<file path="config.mk">
export PLATFORM = sky130hd
export DESIGN_NAME = img_rom_arbiter
export DESIGN_NICKNAME = d
export VERILOG_FILES = /design/src/rtl/img_rom_arbiter.sv
export SDC_FILE = /design/constraint.sdc
export NUM_CORES = 1
export LEC_CHECK = 0
export ABC_AREA = 1
export CAP_MARGIN = 20
export CORE_AREA = 2 2 92 130
export DETAILED_ROUTE_END_ITERATION = 12
export DIE_AREA = 0 0 94 132
export GPL_TIMING_DRIVEN = 0
export SYNTH_ARGS = -nofsm -noshare
export SYNTH_HDL_FRONTEND = slang
export SYNTH_SLANG_ARGS = --single-unit
</file>
<file path="constraint.sdc">
create_clock -name vga_clk -period 2.63 [get_ports vga_clk]
set_input_delay 0.263 -clock vga_clk [delete_from_list [all_inputs] [get_ports vga_clk]]
set_output_delay 0.263 -clock vga_clk [all_outputs]
set_load 0.02 [all_outputs]
</file>
<file path="src/rtl/img_rom_arbiter.sv">
// Image ROM arbiter: the display has absolute priority; an aux burst reader uses idle ROM cycles.
// Define IMG_ROM_ARB_ABORT_EN to add the aux_abort input for early burst termination.
//
// state | meaning
// IDLE  | waiting for an aux request
// BURST | aux beats issue in every display-free cycle
// DRAIN | last aux beat returns; aux_done pulses
module img_rom_arbiter #(
   parameter int ADDR_W    = 14,
   parameter int DATA_W    = 24,
   parameter int DEPTH     = 10000,
   parameter int LEN_W     = 8,
   parameter int MAX_STALL = 2048
) (
   input  logic              vga_clk,
   input  logic              sys_rst_n,
   input  logic              disp_rd_en,
   input  logic [ADDR_W-1:0] disp_addr,
   output logic              disp_valid,
   output logic [DATA_W-1:0] disp_data,
   input  logic              aux_req,
   input  logic [ADDR_W-1:0] aux_addr,
   input  logic [LEN_W-1:0]  aux_len,
`ifdef IMG_ROM_ARB_ABORT_EN
   input  logic              aux_abort,
`endif
   output logic              aux_ack,
   output logic              aux_rvalid,
   output logic [DATA_W-1:0] aux_rdata,
   output logic              aux_done,
   output logic              aux_err,
   output logic              aux_stall_err,
   output logic [ADDR_W-1:0] rom_addr,
   output logic              rom_rden,
   input  logic [DATA_W-1:0] rom_q
);

   localparam int                STALL_W    = $clog2(MAX_STALL + 1);
   localparam logic [STALL_W-1:0] STALL_SAT  = STALL_W'(MAX_STALL);
   localparam logic [STALL_W-1:0] STALL_LAST = STALL_W'(MAX_STALL - 1);
   localparam logic [ADDR_W-1:0]  LAST_ADDR  = ADDR_W'(DEPTH - 1);
   localparam logic [ADDR_W:0]    DEPTH_X    = (ADDR_W + 1)'(DEPTH);

   typedef enum logic [1:0] {IDLE, BURST, DRAIN} state_t;

   state_t             state_q;
   logic [ADDR_W-1:0]  cur_addr_q;
   logic [LEN_W-1:0]   remaining_q;
   logic [STALL_W-1:0] stall_cnt_q;
   logic               disp_valid_q;
   logic               aux_ack_q;
   logic               aux_err_q;
   logic               aux_done_q;
   logic               aux_rvalid_q;
   logic               aux_stall_err_q;

   logic               abort_w;
   logic               beat_w;
   logic               addr_ok_w;
   logic [ADDR_W-1:0]  cur_addr_d;

`ifdef IMG_ROM_ARB_ABORT_EN
   assign abort_w = aux_abort;
`else
   assign abort_w = 1'b0;
`endif

   assign beat_w     = (state_q == BURST) && !disp_rd_en;
   assign addr_ok_w  = {1'b0, aux_addr} < DEPTH_X;
   assign cur_addr_d = (cur_addr_q == LAST_ADDR) ? '0 : cur_addr_q + 1'b1;

   always_comb begin
      rom_rden = 1'b0;
      rom_addr = '0;
      if (disp_rd_en) begin
         rom_rden = 1'b1;
         rom_addr = disp_addr;
      end else if (state_q == BURST) begin
         rom_rden = 1'b1;
         rom_addr = cur_addr_q;
      end
   end

   always_ff @(posedge vga_clk or negedge sys_rst_n) begin
      if (!sys_rst_n) begin
         state_q         <= IDLE;
         cur_addr_q      <= '0;
         remaining_q     <= '0;
         stall_cnt_q     <= '0;
         disp_valid_q    <= 1'b0;
         aux_ack_q       <= 1'b0;
         aux_err_q       <= 1'b0;
         aux_done_q      <= 1'b0;
         aux_rvalid_q    <= 1'b0;
         aux_stall_err_q <= 1'b0;
      end else begin
         disp_valid_q <= disp_rd_en;
         aux_ack_q    <= 1'b0;
         aux_err_q    <= 1'b0;
         aux_done_q   <= 1'b0;
         aux_rvalid_q <= beat_w;
         case (state_q)
            IDLE: begin
               // aux_ack_q blocks re-accepting a rejected request still held during its ack cycle
               if (aux_req && !aux_ack_q) begin
                  aux_ack_q <= 1'b1;
                  if (addr_ok_w) begin
                     cur_addr_q      <= aux_addr;
                     remaining_q     <= aux_len;
                     stall_cnt_q     <= '0;
                     aux_stall_err_q <= 1'b0;
                     state_q         <= BURST;
                  end else begin
                     aux_err_q  <= 1'b1;
                     aux_done_q <= 1'b1;
                  end
               end
            end
            BURST: begin
               if (disp_rd_en) begin
                  if (stall_cnt_q != STALL_SAT) stall_cnt_q <= stall_cnt_q + 1'b1;
                  if (stall_cnt_q == STALL_LAST) aux_stall_err_q <= 1'b1;
                  if (abort_w) begin
                     state_q    <= DRAIN;
                     aux_done_q <= 1'b1;
                  end
               end else begin
                  cur_addr_q  <= cur_addr_d;
                  stall_cnt_q <= '0;
                  if (remaining_q == '0 || abort_w) begin
                     state_q    <= DRAIN;
                     aux_done_q <= 1'b1;
                  end else begin
                     remaining_q <= remaining_q - 1'b1;
                  end
               end
            end
            DRAIN:   state_q <= IDLE;
            default: state_q <= IDLE;
         endcase
      end
   end

   assign disp_valid    = disp_valid_q;
   assign disp_data     = disp_valid_q ? rom_q : '0;
   assign aux_ack       = aux_ack_q;
   assign aux_err       = aux_err_q;
   assign aux_done      = aux_done_q;
   assign aux_rvalid    = aux_rvalid_q;
   assign aux_rdata     = aux_rvalid_q ? rom_q : '0;
   assign aux_stall_err = aux_stall_err_q;

endmodule

</file>
* Word-level counts from Yosys, hierarchy flattened
Index checks and enable logic that the tools add are counted.
Word-level totals: flip-flop bits (word level) 42, logic and storage cells 77
Cells by class: add/sub/neg operators 3, order comparisons 1, equality and inequality tests 12, multiplexer cells 39, reduce and logical (&&, ||, !) cells 12
Operators with widths (number):
- $mux W14 | 6
- $mux W12 | 4
- $mux W24 | 2
- $mux W8 | 4
- $pmux W14 S2 | 1
- $pmux W12 S2 | 1
- $pmux W8 S2 | 1
- $add A14 B1 Y14 const B | 1
- $eq A14 B14 Y1 const B | 1
- $lt A14 B14 Y1 const B | 1
- $mux W1 | 13
- $add A12 B1 Y12 const B | 1
- $eq A12 B11 Y1 const B | 1
- $ne A12 B12 Y1 const B | 1
- $reduce_and A4 Y1 | 3
- $ne A2 B2 Y1 const B | 5
- $reduce_and A5 Y1 | 2
- $logic_not A8 Y1 | 1
- $mux W2 | 4
- $sub A8 B1 Y8 const B | 1
- $ne A2 B1 Y1 const B | 2
- $pmux W1 S2 | 2
- $pmux W2 S2 | 1
- $ne A3 B2 Y1 const B | 1
- 5 further kinds | 7

* Longest topological paths before layout
word-level depth 4, depth in mapped cells 11, mapped depth without buffers 10

* Worst setup path before layout
OpenSTA, ideal clock, no wires.
path kind flip-flop to output port, from reg state_q[1], to out rom_addr[10], data arrival time 1.419 ns, data required time 2.367 ns, setup slack 0.948 ns, cell stages (with the launch flop) 5, buffers on the path 1, cell sequence dfrtp_1 nor2_8 nand2_2 clkbuf_1 o21ai_0
Between the ends: word-level cells in the longest chain between the ends 3
RTL lines:
- start, declared | line 46 | state_t state_q;
- start signal, assigned | line 86 | state_q <= IDLE;
- start signal, assigned | line 112 | state_q <= BURST;
- start signal, assigned | line 124 | state_q <= DRAIN;
- $eq A2 B1 Y1 | line 78 | end else if (state_q == BURST) begin
- $mux W14 | line 78
- $mux W14 | line 75 | if (disp_rd_en) begin
- end, declared | line 33 | output logic [ADDR_W-1:0] rom_addr,
Every way passes these cells.

* Worst setup path in the final report
from reg state_q[1], to out rom_addr[5]
Same word-level chain as after synthesis.

==> out/metrics.cfg <==
[die]
coreArea_um2 = 11200
boundaryPins = 133
die_area_um2 = 12400
placementRows = 46
die_x_um = 94
die_y_um = 132
start_util = 0.296

[clock_tree]
clockBufferDepth = 2
cts_sinks = 42
cts_max_level = 2
cts_tree = yes
post_cts_buffers = 0
clk_pin_slew_ps = 60
numCtsBuffers = 5
clock_tree.root_cell = clkbuf_16
clk-insertion-delay-late_ps = 290

[layout]
diodes = 0
final_common_cell = nand2_1
final_area_um2 = 4980
utilization = 0.444
fin_nets = 762
drive_above_1_share = 0.0592
final_cell_mix = nand2_1, clkdlybuf4s50_1, inv_1, nor2_1, dfrtp_1
area_growth_pct = 50.2

[placement]
io_buffers = 132
routabilityCongestion = 0.874
pre_cts_slack_ps = -52.4
post_dp_cell_area_um2 = 4830
dp.final_hpwl_um = 8900

[synthesis]
synth_top_area_cell = dfrtp_1
synth_fa_ha_area_frac = 0.0189
synth_area_um2 = 3320
synth_top_family_by_area = simple AND/OR/NAND/NOR gates
yosysUniqueCellTypes = 34
ys_seq_area_frac = 0.317
avgSynthCellArea_um2 = 6.01
ys_top_cells_by_area = dfrtp_1, nand2_1, inv_1
synthXorXnorAreaFrac = 0.0158
synthMuxAreaShare = 0.00302
synthesis.instances = 552
syn-num-nets = 621
yosys_warnings = 0
yosys.area_share.simple = 0.430
synth_top_area_frac = 0.317
synth-compound-area-share = 0.0773
synth-seq-cells = 42

[timing]
max-slew-margin-rel = 0.675
drv_slew = 0
hold_viol_final = 0
fin_tns_setup_ps = 0
max_freq_ghz = 0.400
report.final.setup_viol = 0
clock_skew_ps = 5.52
post-route-min-period_ps = 2500
worst_pin_slew_ps = 487
rsz0062_at_grt = no
layout_setup_ws_ps = 130
min_period_over_period = 0.951

[power_and_ir_drop]
power_mw = 3.29
p_leak_nw = 2.65
irDropWorstVdd_mv = 0.288
powerDensity_nw_per_um2 = 661

[detailed_routing]
drt_pass1_iterations = 4
viasPerCell = 4.65
drt_iter0_markers = 161
wl_per_cell_um = 13.1
wirelength_um = 11000
ant_nets = 0
vias = 3894
drc_errors = 0

[critical_path]
critPathMaxStageDelay_ps = 640
slowest_stage = clkdlybuf4s50_1
crit_family = buffers and inverters
path_cells = nor2_8 -> nand2_2 -> clkbuf_2 -> o21ai_0 -> clkdlybuf4s50_1
crit_type = flop to output pin
cp_max_fo = 10
crit_buf_inv = 2
regToRegSetupSlack_ps = 800
startpoint = state_q[1]
cp.required_ps = 2370
end_kind = output pin
worst_ep_arrival_time_ps = 2240
start_kind = flop
timing.rr.start = cur_addr_q[0]

[job]
timing.max_cap.violations = 0

[global_routing]
grt_busiest_layer = met2
use_met2 = 0.335
grt_max_degree = 28
antenna_found_initial = 0
grt_use_met3 = 0.0372
use_met1 = 0.189
grt-ovfl-total = 0
grt_pass1_vias = 3857
grt_usage = 0.177
grt_pass1_wl_um = 17800

[min_path]
hold_class = input port to asynchronous set/reset pin

[run_status]
outcome = finished clean

worst paths after layout:
path / end / depth (start not counted)
setup reg to reg: cur_addr_q[6] / 9
min in group vga_clk: disp_valid / 1
hold reg to reg: aux_stall_err / 2
hold / removal: remaining_q[2] / 2
setup / recovery: rom_addr[5] / 5
max in group asynchronous: cur_addr_q[3] / 3
flip-flops by register name, summed over array words and instances, names as in the netlist, 2 cells and up:
signal / flops
cur_addr_q: 14
remaining_q: 8
stall_cnt_q: 12
state_q: 2
through the flow:
step,std cells,hold WS (ps)
after floorplan,552,-32.6
after global placement,828,480
after detailed placement,829,218
after CTS,837,453
after global routing,837,469
final,837,441
what timing repair did:
action | in CTS | in global routing
setup endpoints to repair | 8 | 14
hold buffers | 1 | 0
endpoints found under the hold margin | 15 | 0
resized for setup | 1 | 5
Yosys cell counts (all sizes together):
cell / n
nand2: 227
inv: 97
nor2: 48
nand3: 43
dfrtp: 42
o21ai: 38
nand4: 12
buf: 9
clkbuf: 8
a21oi: 5
ha: 5
xor2: 5
nor3: 3
or2: 2
a22o: 1
mux2i: 1
nand3b: 1
nor2b: 1
o211ai: 1
o21bai: 1
o22ai: 1
xnor2: 1
logic make-up (layout without fill, tap and decap cells):
kind of cell	after synthesis	after routing
compound gates	47	47
xor+xnor	6	6
fa+ha+maj	5	5
buf+inv	114	255
flops	42	42
mux	1	1
simple gates	337	337
power breakdown:
group          leakage (nW)  switching, mW  internal (mW)
registers             0.547          0.203          0.826
logic                  2.04          0.967          0.699
clock network        0.0640          0.250          0.348
area by class of cell:
cell class,count,area (um^2)
flip-flops and latches,42,1050
well taps,144,180
inverters,97,364
multi-input cells,396,1810
clock buffers,7,133
repair buffers,134,1350
fillers,1197,6240
plain buffers,17,98.8
routing by layer:
layer  wire, um  vias to the layer above
met4        227                        0
met3        774                       14
met5          0                        -
li1           -                     1956
met1       4260                     1773
met2       5700                      151
Note: power is estimated with default switching activity, not from simulation.
